File: config.mk
export PLATFORM = sky130hd
export DESIGN_NAME = serial_add_ctrl_flat
export DESIGN_NICKNAME = d
export VERILOG_FILES = /design/src/rtl/serial_add_pkg.sv /design/src/rtl/serial_add_ctrl_if.sv /design/src/rtl/serial_add_ctrl_fa.sv /design/src/rtl/serial_add_ctrl.sv /design/src/flat_wrapper.sv
export SDC_FILE = /design/constraint.sdc
export NUM_CORES = 1
export LEC_CHECK = 0
export ABC_AREA = 1
export CAP_MARGIN = 20
export CORE_ASPECT_RATIO = 1.25
export CORE_UTILIZATION = 35
export DETAILED_ROUTE_END_ITERATION = 10
export GPL_TIMING_DRIVEN = 0
export MAX_ROUTING_LAYER = met4
export PLACE_DENSITY = 0.67
export SLEW_MARGIN = 5
export SYNTH_ARGS = -nofsm -noshare
export SYNTH_HDL_FRONTEND = slang
export SYNTH_HIERARCHICAL = 1
export SYNTH_SLANG_ARGS = --single-unit
File: constraint.sdc
create_clock -name clk -period 1.2 [get_ports clk]
set_input_delay 0.18 -clock clk [delete_from_list [all_inputs] [get_ports clk]]
set_output_delay 0.18 -clock clk [all_outputs]
set_load 0.1 [all_outputs]
File: src/rtl/serial_add_pkg.sv
// Shared definitions for the bit-serial add/subtract controller:
// state encoding, default operand width and counter sizing helper.
package serial_add_pkg;

    typedef enum logic [1:0] {
        IDLE = 2'd0,
        RUN  = 2'd1,
        DONE = 2'd2
    } state_t;

    localparam int DEFAULT_WIDTH = 8;

    // Bit counter width: $clog2(width), never less than one bit.
    function automatic int cnt_width(input int width);
        return (width > 2) ? $clog2(width) : 1;
    endfunction

endpackage

File: src/rtl/serial_add_ctrl_if.sv
// Operand/result bundle for serial_add_ctrl. The requester drives the
// operation request; the controller returns status and the result.
interface serial_add_ctrl_if
    import serial_add_pkg::*;
#(
    parameter int WIDTH = DEFAULT_WIDTH
);
    logic             start;
    logic             sub;
    logic             cin;
    logic [WIDTH-1:0] a;
    logic [WIDTH-1:0] b;
    logic             abort;
    logic             busy;
    logic             done;
    logic [WIDTH-1:0] sum;
    logic             cout;
    logic             ovf;

    modport master (
        output start, sub, cin, a, b, abort,
        input  busy, done, sum, cout, ovf
    );

    modport slave (
        input  start, sub, cin, a, b, abort,
        output busy, done, sum, cout, ovf
    );
endinterface

File: src/rtl/serial_add_ctrl_fa.sv
// FullAdder_gate: single-bit full adder built from gate primitives.
// This is the only arithmetic element in the serial datapath.
module FullAdder_gate (
    input  logic a,
    input  logic b,
    input  logic cin,
    output logic sum,
    output logic cout
);
    logic ab_x;
    logic ab_a;
    logic cx_a;

    xor g_x1 (ab_x, a, b);
    xor g_x2 (sum, ab_x, cin);
    and g_a1 (ab_a, a, b);
    and g_a2 (cx_a, ab_x, cin);
    or  g_o1 (cout, ab_a, cx_a);
endmodule

File: src/rtl/serial_add_ctrl.sv
// serial_add_ctrl: bit-serial adder/subtractor controller. Operands are
// shifted LSB first through one FullAdder_gate cell and a carry flop;
// the result is published to the output registers only when complete.
module serial_add_ctrl
    import serial_add_pkg::*;
#(
    parameter int WIDTH = DEFAULT_WIDTH
) (
    input  logic             clk,
    input  logic             rst_n,
    serial_add_ctrl_if.slave bus
);
    localparam int CNT_W = cnt_width(WIDTH);
    localparam int SH_W  = WIDTH - 1;
    localparam logic [CNT_W-1:0] LAST_BIT = CNT_W'(WIDTH - 1);

    state_t           state;
    logic [WIDTH-1:0] opa;
    logic [WIDTH-1:0] opb;
    logic [SH_W-1:0]  shreg;      // partial result, bits 0..WIDTH-2
    logic [CNT_W-1:0] cnt;
    logic             carry;
    logic [WIDTH-1:0] sum_q;
    logic             cout_q;
    logic             ovf_q;
    logic             busy_q;
    logic             done_q;
    logic             cell_sum;
    logic             cell_cout;

    FullAdder_gate u_cell (
        .a    (opa[0]),
        .b    (opb[0]),
        .cin  (carry),
        .sum  (cell_sum),
        .cout (cell_cout)
    );

    // Sequencer and datapath: accept, shift one bit per RUN cycle, publish on exit.
    always_ff @(posedge clk or negedge rst_n) begin
        if (!rst_n) begin
            state  <= IDLE;
            opa    <= '0;
            opb    <= '0;
            shreg  <= '0;
            cnt    <= '0;
            carry  <= 1'b0;
            sum_q  <= '0;
            cout_q <= 1'b0;
            ovf_q  <= 1'b0;
            busy_q <= 1'b0;
            done_q <= 1'b0;
        end else begin
            case (state)
                IDLE: begin
                    done_q <= 1'b0;
                    if (bus.start) begin
                        // Subtract is a + ~b + 1, so invert B and force carry-in.
                        opa    <= bus.a;
                        opb    <= bus.sub ? ~bus.b : bus.b;
                        carry  <= bus.sub | bus.cin;
                        cnt    <= '0;
                        busy_q <= 1'b1;
                        state  <= RUN;
                    end
                end
                RUN: begin
                    if (bus.abort) begin
                        busy_q <= 1'b0;
                        state  <= IDLE;
                    end else begin
                        shreg <= SH_W'({cell_sum, shreg} >> 1);
                        opa   <= opa >> 1;
                        opb   <= opb >> 1;
                        carry <= cell_cout;
                        if (cnt == LAST_BIT) begin
                            // carry still holds the carry into the MSB here.
                            sum_q  <= {cell_sum, shreg};
                            cout_q <= cell_cout;
                            ovf_q  <= carry ^ cell_cout;
                            done_q <= 1'b1;
                            state  <= DONE;
                        end else begin
                            cnt <= cnt + 1'b1;
                        end
                    end
                end
                DONE: begin
                    done_q <= 1'b0;
                    busy_q <= 1'b0;
                    state  <= IDLE;
                end
                default: begin
                    done_q <= 1'b0;
                    busy_q <= 1'b0;
                    state  <= IDLE;
                end
            endcase
        end
    end

    assign bus.busy = busy_q;
    assign bus.done = done_q;
    assign bus.sum  = sum_q;
    assign bus.cout = cout_q;
    assign bus.ovf  = ovf_q;

endmodule

File: src/flat_wrapper.sv
// flat-port wrapper written by rule: the top's interface ports become plain ports
module serial_add_ctrl_flat import serial_add_pkg::*;
#(
    parameter int WIDTH = DEFAULT_WIDTH
)
  (clk, rst_n, bus_start, bus_sub, bus_cin, bus_a, bus_b, bus_abort, bus_busy, bus_done, bus_sum, bus_cout, bus_ovf);
  serial_add_ctrl_if #(.WIDTH(WIDTH)) bus_i ();
  input  logic clk;
  input  logic rst_n;
  input wire logic [$bits(bus_i.start)-1:0] bus_start;
  input wire logic [$bits(bus_i.sub)-1:0] bus_sub;
  input wire logic [$bits(bus_i.cin)-1:0] bus_cin;
  input wire logic [$bits(bus_i.a)-1:0] bus_a;
  input wire logic [$bits(bus_i.b)-1:0] bus_b;
  input wire logic [$bits(bus_i.abort)-1:0] bus_abort;
  output wire logic [$bits(bus_i.busy)-1:0] bus_busy;
  output wire logic [$bits(bus_i.done)-1:0] bus_done;
  output wire logic [$bits(bus_i.sum)-1:0] bus_sum;
  output wire logic [$bits(bus_i.cout)-1:0] bus_cout;
  output wire logic [$bits(bus_i.ovf)-1:0] bus_ovf;
  assign bus_i.start = bus_start;
  assign bus_i.sub = bus_sub;
  assign bus_i.cin = bus_cin;
  assign bus_i.a = bus_a;
  assign bus_i.b = bus_b;
  assign bus_i.abort = bus_abort;
  assign bus_busy = bus_i.busy;
  assign bus_done = bus_i.done;
  assign bus_sum = bus_i.sum;
  assign bus_cout = bus_i.cout;
  assign bus_ovf = bus_i.ovf;
  serial_add_ctrl #(.WIDTH(WIDTH)) u_core (.clk(clk), .rst_n(rst_n), .bus(bus_i));
endmodule
Word-level counts from Yosys, hierarchy flattened:

Index checks and enable logic that the tools add are counted.

* flip-flop bits (word level): 41
* output and inout bits: 12
* logic and storage cells: 62
* bits of input ports: 22

* equal/unequal tests: 8
* muxes and demuxes: 24
* add/sub/neg operators: 1
* reduce and logical (&&, ||, !) cells: 9
* bitwise logic cells: 9

Operators by type and width (count)
* 2-to-1 mux 8 bit: 5
* case mux 8 bit (2 select lines): 2
* 2-to-1 mux 3 bit: 3
* != test 2 bit (second input constant): 4
* inverter 8 bit: 1
* AND reduction 2 bit: 4
* 2-to-1 mux 1 bit: 7
* 2-to-1 mux 2 bit: 3
* case mux 3 bit (2 select lines): 1
* AND reduction 3 bit: 2
* case mux 1 bit (2 select lines): 2
* case mux 2 bit (2 select lines): 1
* AND reduction 4 bit: 1
* adder 3 x 1 -> 3 bit (second input constant): 1
* equality test 3 bit (second input constant): 1
* != test 3 x 2 -> 1 bit (second input constant): 1
* bitwise XOR 1 bit: 3
* bitwise AND 1 bit: 2
* equality test 2 x 1 -> 1 bit (second input constant): 1
* logical NOT 2 bit: 1
* != test 2 x 1 -> 1 bit (second input constant): 1
* OR 1 bit: 2
* nonzero test 2 bit: 1
* inverter 1 bit: 1

Longest topological paths before layout:

Gate-level depths: netlist of the first run.

* word-level depth: 5
* gate-level depth with buffers: 7
* gate-level depth less buffers: 7

Cells and area by module:

The synthesis of the first run kept the hierarchy.

By module, submodules not included
* serial_add_ctrl: area each 2004.4 sq um, times used 1, cells an instance 250, sequential area each 1026.0 sq um
* FullAdder_gate: area each 20.0 sq um, times used 1, cells an instance 1, sequential area each 0.0 sq um

Worst setup path after synthesis of the first run:

Ideal clock, no wire load.

* path type: reg-to-reg
* from: register u_core.cnt[0]
* to: register u_core.cout_q, in the netlist u_core/bus.cout
* data required time: 1.132 ns
* setup time: 0.068 ns
* period minus slack after synthesis: 1.294 ns
* path slack: -0.094 ns
* cell stages (with the launch flop): 7
* path buffers: 1
* data arrival time: 1.227 ns
* cells stage by stage: dfrtp_1 > ha_1 > ha_1 > nand3_4 > buf_6 > nand2_1 > nand2_1

* word-level cells in the longest chain between the ends: 2

Ends and longest elaborated chain
* from (decl): line serial_add_ctrl.sv:21 `logic [CNT_W-1:0] cnt;`
* from (signal assigned): line serial_add_ctrl.sv:84 `cnt <= cnt + 1'b1;`
* equality test 3 bit: line serial_add_ctrl.sv:76 `if (cnt == LAST_BIT) begin`
* AND reduction 3 bit (no source line)
* to (signal assigned): line serial_add_ctrl.sv:79 `cout_q <= cell_cout;`
* to (decl): line serial_add_ctrl.sv:24 `logic cout_q;`

No other way between the ends.
A chain may end at the register's enable or synchronous reset.

Worst setup path after layout of the first run:

* from: register u_core.cnt[1]
* to: register u_core.sum_q[5], in the netlist u_core/bus.sum[5]

* word-level cells in the longest chain between the ends: 2

Ends and longest elaborated chain
* equality test 3 bit: line serial_add_ctrl.sv:76
* AND reduction 3 bit (no source line)
* to (signal assigned): line serial_add_ctrl.sv:78 `sum_q <= {cell_sum, shreg};`
* to (decl): line serial_add_ctrl.sv:23 `logic [WIDTH-1:0] sum_q;`

No other way between the ends.

==> reports/metrics.csv, run 1 <==
metric,value,unit
status,"finished, violations left",
failed_checks,setup timing,
clockBufferDepth,2,
clkTransAtPathRegs,0.07,ns
num_rows,30,
finalCritPeriodShare,104.0,%
hold_class,in -> async,
drv_cap,0,
p_leak,1.485,nW
crit_fanout,7,
cts_tree,built,
power_density,1600,nW/um^2
switchingPower,1.558,mW
gr-max-usage-layer,met2,
cts.htree.levels,2,
ys_ff_latch,41,
postRouteAntennaNets,0,
placed_cell_area,2457,sq um
finalNetCount,335,
setup_ws,-0.04844,ns
utilization,52.74,%
syn_inst,251,
cts_buffers,5,
fp.dieH,87.03,um
p_clk_share,24.5,%
drc_errors,0,
max_freq,801.0,MHz
synthDistinctLibCells,21,
grt_max_degree,33,
hold_viol,0,
worstSetupStartpointType,flop,
cts_num_sinks,41,
p_int,3.098,mW
dp_cells,348,
gp_congestion,0.7369,
ys_warn_count,6,
syn_area,2024,sq um
seqPwrFrac,41.7,%
vias,1723,
gr-total-overflow,0,
gr-usage-met1,17.44,%
grt_pass1_vias,1609,
clock_skew,0.008123,ns
slew_viol_final,0,
end_kind,flop,
firstDrtPassIters,4,
portBuffers,32,
avgViaCountPerCell,4.607,
r2r_cells,6,
p_total,4.655,mW
cts_root_buf,clkbuf_8,
place_hpwl,2881,um
stdcell_area,2910,sq um
area_delta_synth_final,43.76,%
rsz0062_at_grt,yes,
cp.arrival,1.43,ns
antenna_cells,0,
wl_per_cell,12.30,um
path_class,reg -> reg,
ios,34,
routed_wl,4599,um
postSynthAreaPerCell,8.066,sq um
setup-tns-final,-0.6403,ns
drive_gt1_share,29.68,%
critPathRequiredTime,1.39,ns
worstMarginPinSlew,0.2810,ns
setup_viol,25,
clock_latency,0.29,ns
synth-seq-area-share,50.68,%
p_comb_share,33.8,%
grt_pass1_wl,7182,um
design.die.area,6094,sq um
die_w,70.03,um
grt_use_total,15.39,%
peakVddDrop,0.6434,mV
hold_ws,0.2856,ns
final_cells,374,
switching_share,33.46,%
fin_crit,1.248,ns
grt.met3_usage,2.778,%
syn-num-nets,277,
start_util,36.69,%
antenna_found_initial,0,
met2_usage,27.27,%
coreArea,5518,sq um
dp_worst_setup_slack,-0.4620,ns
drtIter0Drc,93,
maxSlewHeadroom,81.42,%
[critical path, cell delays in order (launching register included)]
cell and delay [ns]:
dfrtp_1 0.40, ha_4 0.17, ha_4 0.14, nand3_4 0.14, buf_6 0.19, nand2_2 0.05
o21ai_2 0.05
[power groups by stage]
stage / Clock (mW) / Sequential (mW) / Combinational (mW)
after global placement: 0 / 1.92 / 1.16
after detailed placement: 0 / 1.93 / 1.20
after floorplan: 0 / 2.00 / 0.779
after CTS: 1.17 / 1.92 / 1.32
after global routing: 1.22 / 1.98 / 1.75
final: 1.14 / 1.94 / 1.57
[layout make-up]
type	count	area, sq um
tap	64	80.08
clock inverter	1	30.03
fill	518	2608
buffer	9	110.1
multi-input combinational	165	923.4
sequential	41	1028
timing repair buffer	51	509.2
inverter	36	142.6
clock buffer	7	86.33
[state kept, by name, summed over array words and instances (netlist names)]
| register | count |
|---|---|
| u_core/bus.done | 1 |
| u_core/shreg | 7 |
| u_core/bus.busy | 1 |
| u_core/bus.sum | 8 |
| u_core/opb | 8 |
| u_core/carry | 1 |
| u_core/bus.ovf | 1 |
| u_core/opa | 8 |
| u_core/cnt | 3 |
| u_core/bus.cout | 1 |
| u_core/state | 2 |
[logic make-up after synthesis]
kind of cell | after synthesis | share of synthesized area, %
AND/OR/NAND/NOR | 131 | 26.89
buffers and inverters | 45 | 10.20
flip-flops | 41 | 50.68
XOR/XNOR | 2 | 0.8654
AO/OA/AOI/OAI | 28 | 8.529
adder cells (fa/ha/maj) | 4 | 2.843
[layer usage]
metal	wire [um]	up-vias
met4	0	0
met1	1988	814
met2	2495	27
li1	-	882
met3	115	0
met5	0	-
[path summary, 6_finish.rpt]
kind	startpoint	end	slack, ns
max	u_core/cnt[1]$_DFFE_PN0P_	u_core/bus.sum[5]$_DFFE_PN0P_	-0.05
min	rst_n	u_core/bus.sum[4]$_DFFE_PN0P_	0.29
max reg2reg	u_core/cnt[1]$_DFFE_PN0P_	u_core/bus.sum[5]$_DFFE_PN0P_	-0.05
min reg2reg	u_core/bus.busy$_DFFE_PN0P_	u_core/bus.busy$_DFFE_PN0P_	0.48
max in group asynchronous	rst_n	u_core/state[1]$_DFFE_PN0P_	0.46
min in group clk	bus_sub	u_core/opb[7]$_DFFE_PN0P_	0.31
[cell usage after synthesis, drive strengths merged]
cell type / count / area share [%]
nor2: 6 / 1.5
nand3: 20 / 5.8
xnor2: 1 / 0.43
xor2: 1 / 0.43
buf: 9 / 3.5
o21ai: 27 / 8.2
ha: 3 / 1.9
nand2: 105 / 20
inv: 36 / 6.7
o31ai: 1 / 0.37
fa: 1 / 0.99
dfrtp: 41 / 51
[cells in the final DEF, fill, tap and decap left out, drive strengths merged]
master / synthesis / routed
bufinv: 0 / 1
inv: 36 / 36
buf: 9 / 38
fa: 1 / 1
clkdlybuf4s50: 0 / 19
clkbuf: 0 / 9
dfrtp: 41 / 41
nand3: 20 / 20
o31ai: 1 / 1
nor2: 6 / 6
ha: 3 / 3
xor2: 1 / 1
xnor2: 1 / 1
o21ai: 27 / 27
nand2: 105 / 105
dlygate4sd3: 0 / 1
[repair_timing]
action	4_1_cts	5_1_grt
hold buffers	1	0
gates resized for setup	90	40
setup buffers	7	5
cloned	1	4
setup endpoints to repair	51	35
pin swaps	7	11
endpoints found under the hold margin	9	0
Power figures use the tool's default switching activity.
==> run 2, diff against run 1 <==
--- a/config.mk
+++ b/config.mk
@@ -8,11 +8,11 @@
 export ABC_AREA = 1
 export CAP_MARGIN = 20
 export CORE_ASPECT_RATIO = 1.25
-export CORE_UTILIZATION = 35
+export CORE_UTILIZATION = 40
 export DETAILED_ROUTE_END_ITERATION = 10
 export GPL_TIMING_DRIVEN = 0
 export MAX_ROUTING_LAYER = met4
-export PLACE_DENSITY = 0.67
+export PLACE_DENSITY = 0.74
 export SLEW_MARGIN = 5
 export SYNTH_ARGS = -nofsm -noshare
 export SYNTH_HDL_FRONTEND = slang
==> run 2 against run 1 <==
Net effect: largest cell class unchanged; critical endpoint is now u_core/bus.sum[7]$_DFFE_PN0P_; clock skew is 0.0027 ns lower; routed wire length is 0.11% lower; combinational power hardly changed; via count is 1.0% higher; sequential share of layout area is 0.95 points higher; the run still ends with setup timing left; critical path type unchanged.
==> reports/metrics.csv, run 2 (same netlist as run 1, synthesis figures left out) <==
metric,value,unit
status,"finished, violations left",
failed_checks,setup timing,
grt_use_total,17.97,%
crit_chain,"inv_2, nor2_4, buf_4, nand3_2, nand2_1, o21ai_2",
cts_root_buf,clkbuf_8,
fin_crit,1.257,ns
ios,34,
worstMarginPinSlew,0.3672,ns
avgViaCountPerCell,4.731,
hold_class,in -> reg,
gp_congestion,0.7849,
clockBufferDepth,2,
rsz0062_at_grt,yes,
p_total,4.465,mW
place_hpwl,2857,um
clock_skew,0.005434,ns
clock_latency,0.29,ns
cp.arrival,1.44,ns
start_util,42.18,%
finalNetCount,333,
rrSetupSlack,-0.06,ns
setup-tns-final,-0.6358,ns
setup_viol,20,
die_w,65.63,um
firstDrtPassIters,4,
clkTransAtPathRegs,0.08,ns
num_rows,28,
grt_pass1_wl,6975,um
finalCritPeriodShare,104.7,%
peakVddDrop,0.6291,mV
final_cell_mix,"nand2_1 (90), dfrtp_1 (39), inv_1 (31)",
final_common_cell,nand2_1,
setup_ws,-0.05696,ns
antenna_cells,0,
power_density,1576,nW/um^2
cts_tree,built,
portBuffers,32,
maxSlewHeadroom,75.52,%
worstSetupStartpointType,flop,
cp_slowest_cell,dfrtp_2,
grt_max_degree,28,
design.die.area,5351,sq um
path_class,reg -> reg,
coreArea,4800,sq um
drtIter0Drc,79,
hold_viol,0,
slowest_delay,0.42,ns
slew_viol_final,0,
stdcell_area,2834,sq um
gr-total-overflow,0,
cts_num_sinks,41,
drive_gt1_share,30.19,%
drv_cap,0,
cts.htree.levels,2,
max_freq,795.6,MHz
antenna_found_initial,0,
p_leak,1.465,nW
routed_wl,4594,um
vias,1741,
cts_buffers,5,
area_delta_synth_final,39.99,%
crit_fanout,5,
fp.dieH,81.54,um
end_kind,flop,
drc_errors,0,
critPathRequiredTime,1.39,ns
postRouteAntennaNets,0,
placed_cell_area,2452,sq um
utilization,59.05,%
grt_pass1_vias,1618,
wl_per_cell,12.48,um
run 2: cell type report:
| class | instances | area [sq um] |
|---|---|---|
| fill | 431 | 1966 |
| tap | 60 | 75.07 |
| timing repair buffer | 49 | 464.2 |
| clock inverter | 1 | 5.005 |
| multi-input combinational | 166 | 933.4 |
| sequential | 41 | 1028 |
| buffer | 8 | 91.34 |
| inverter | 36 | 140.1 |
| clock buffer | 7 | 96.34 |
run 2: through the flow:
stage,setup WS [ns],instances,hold WS (ns)
3_5_place_dp,-0.4568,344,0.1208
5_1_grt,-0.1238,368,0.3565
2_1_floorplan,0.005595,251,-0.1156
6_report,-0.05696,368,0.3086
4_1_cts,-0.06762,358,0.3125
3_3_place_gp,-1.072,343,0.4592
run 2: where the power goes:
| group | internal, mW | switching, mW | total [mW] | leakage, nW |
|---|---|---|---|---|
| logic | 0.653 | 0.905 | 1.56 | 0.878 |
| clock network | 0.520 | 0.471 | 0.991 | 0.0542 |
| registers | 1.72 | 0.200 | 1.92 | 0.533 |
run 2: worst paths after layout:
check,start,end,cells after the start
setup reg to reg,u_core/state[0]$_DFFE_PN0P_,u_core/bus.sum[7]$_DFFE_PN0P_,6
setup / recovery,u_core/state[0]$_DFFE_PN0P_,u_core/bus.sum[7]$_DFFE_PN0P_,6
min in group asynchronous,rst_n,u_core/bus.sum[4]$_DFFE_PN0P_,2
hold reg to reg,u_core/opb[3]$_DFFE_PN0P_,u_core/opb[3]$_DFFE_PN0P_,2
max in group asynchronous,rst_n,u_core/bus.cout$_DFFE_PN0P_,3
hold / removal,bus_sub,u_core/opb[7]$_DFFE_PN0P_,4
run 2: metal layers:
| layer | global-route usage, % | vias up | routed length, um |
|---|---|---|---|
| li1 | - | 879 | - |
| met1 | 19.57 | 829 | 1923 |
| met2 | 31.33 | 27 | 2469 |
| met3 | 4.583 | 6 | 137 |
| met4 | 6.522 | 0 | 63 |
| met5 | - | - | 0 |
run 2: timing repair:
item                                    CTS  global route
hold buffers                              1             0
gates resized for setup                  83            45
hold endpoints to repair                 14             0
cloned                                    0             3
pin swaps                                 5            18
buffers inserted                          5             8
endpoints found under the setup margin   51            34
run 2: worst max-delay path: cells and delay by family, from the launching register on:
family                 cells  cell delay [ns]
AOI/OAI and AO/OA          1             0.05
buffers and inverters      2             0.23
DFF                        1             0.42
and+or+nand+nor            3             0.46
==> run 3, diff against run 2 <==
--- a/config.mk
+++ b/config.mk
@@ -11,7 +11,6 @@
 export CORE_UTILIZATION = 40
 export DETAILED_ROUTE_END_ITERATION = 10
 export GPL_TIMING_DRIVEN = 0
-export MAX_ROUTING_LAYER = met4
 export PLACE_DENSITY = 0.74
 export SLEW_MARGIN = 5
 export SYNTH_ARGS = -nofsm -noshare
==> run 3 against run 2 <==
Net effect: the run still ends with setup timing left; clock-buffer cell count is the same; global-route usage shrank 0.51 points; maximum frequency shrank 0.33%; sequential cell count is the same; critical path type unchanged; largest power group unchanged.
==> reports/metrics.csv, run 3 (same netlist as run 1, synthesis figures left out) <==
metric,value,unit
rsz0062_at_grt,yes,
design.die.area,5351,sq um
clockBufferDepth,2,
place_hpwl,2857,um
vias,1749,
slowest_delay,0.42,ns
cts_buffers,5,
p_leak,1.465,nW
num-fill-cells,431,
num_rows,28,
hold_ws,0.3112,ns
power_density,1573,nW/um^2
path_class,reg -> reg,
cts_num_sinks,41,
drive_gt1_share,30.19,%
cp.arrival,1.45,ns
slew_viol_final,0,
critPathRequiredTime,1.38,ns
antenna_cells,0,
setup_viol,20,
coreArea,4800,sq um
firstDrtPassIters,4,
cp_top_family,simple AND/OR/NAND/NOR gates,
p_total,4.459,mW
final_cell_mix,"nand2_1 (90), dfrtp_1 (39), inv_1 (31)",
start_util,42.18,%
cts.htree.levels,2,
maxSlewHeadroom,75.51,%
wl_per_cell,12.46,um
peakVddDrop,0.6248,mV
failed_checks,setup timing,
hold_viol,0,
finalCritPeriodShare,105.1,%
finalNetCount,333,
grt_pass1_vias,1616,
grt_max_degree,28,
worstSetupStartpointType,flop,
crit_fanout,5,
portBuffers,32,
gp_congestion,0.7744,
ios,34,
grt_use_total,17.46,%
fp.dieH,81.54,um
cp_num_buf_inv,2,
drtIter0Drc,78,
area_delta_synth_final,39.99,%
end_kind,flop,
cts_root_buf,clkbuf_8,
worstMarginPinSlew,0.3674,ns
crit_chain,"inv_2, nor2_4, buf_4, nand3_2, nand2_1, o21ai_2",
die_w,65.63,um
antenna_found_initial,0,
placed_cell_area,2452,sq um
gr-total-overflow,0,
drv_cap,0,
fin_crit,1.261,ns
clock_latency,0.29,ns
hold_class,in -> reg,
avgViaCountPerCell,4.753,
stdcell_area,2834,sq um
cp_slowest_cell,dfrtp_2,
grt_pass1_wl,6989,um
status,"finished, violations left",
setup_ws,-0.06117,ns
clkTransAtPathRegs,0.07,ns
drc_errors,0,
final_common_cell,nand2_1,
cts_tree,built,
utilization,59.05,%
postRouteAntennaNets,0,
routed_wl,4585,um
max_freq,792.9,MHz
clock_skew,0.005768,ns
==> run 3: final cells by class <==
| cell class | count | area, sq um | area share, % |
|---|---|---|---|
| Sequential cell | 41 | 1028 | 36.29 |
| Multi-Input combinational cell | 166 | 933.4 | 32.94 |
| Timing Repair Buffer | 49 | 464.2 | 16.38 |
| Inverter | 36 | 140.1 | 4.945 |
| Clock buffer | 7 | 96.34 | 3.400 |
| Buffer | 8 | 91.34 | 3.223 |
| Tap cell | 60 | 75.07 | 2.649 |
| Clock inverter | 1 | 5.005 | 0.1766 |
==> run 3: per-layer routing <==
layer / wire (um) / up-vias / global-route usage, %
met5: 0 / - / 0
met4: 66 / 0 / 6.522
met3: 133 / 6 / 4.583
met2: 2474 / 29 / 31.33
met1: 1910 / 836 / 19.57
li1: - / 878 / -
==> run 3: worst register-to-register path: stages (launching register included) <==
cell and delay (ns):
dfrtp_2 0.42, inv_2 0.07, nor2_4 0.20, buf_4 0.16, nand3_2 0.14, nand2_1 0.12
o21ai_2 0.05
==> run 3: worst paths after layout <==
path / startpoint / slack, ns / to / depth (start not counted)
max: u_core/state[0]$_DFFE_PN0P_ / -0.06 / u_core/bus.sum[7]$_DFFE_PN0P_ / 6
min: bus_sub / 0.31 / u_core/opb[7]$_DFFE_PN0P_ / 4
max reg2reg: u_core/state[0]$_DFFE_PN0P_ / -0.06 / u_core/bus.sum[7]$_DFFE_PN0P_ / 6
min reg2reg: u_core/opb[3]$_DFFE_PN0P_ / 0.47 / u_core/opb[3]$_DFFE_PN0P_ / 2
max in group asynchronous: rst_n / 0.42 / u_core/opb[2]$_DFFE_PN0P_ / 3
min in group asynchronous: rst_n / 0.32 / u_core/bus.sum[4]$_DFFE_PN0P_ / 2
==> run 3: what timing repair did <==
item / in CTS / in global routing
setup endpoints to repair: 51 / 34
resized for setup: 83 / 45
hold endpoints to repair: 14 / 0
gates cloned: 0 / 3
hold buffers: 1 / 0
setup buffers: 5 / 8
pin swaps: 5 / 18
==> run 3: stage by stage <==
stage	std cells	worst slack, ns	TNS (ns)
after floorplan	251	0.005595	0
after global placement	343	-1.072	-58.05
after detailed placement	344	-0.4568	-14.75
after CTS	358	-0.06762	-0.5224
after global routing	368	-0.1238	-2.288
final	368	-0.06117	-0.6712
==> run 3: power by group <==
| part | total, mW | switching [mW] | leakage [nW] | internal [mW] |
|---|---|---|---|---|
| logic | 1.56 | 0.903 | 0.878 | 0.653 |
| clock network | 0.988 | 0.468 | 0.0542 | 0.520 |
| registers | 1.92 | 0.199 | 0.533 | 1.72 |
| total | 4.46 | 1.57 | 1.47 | 2.89 |
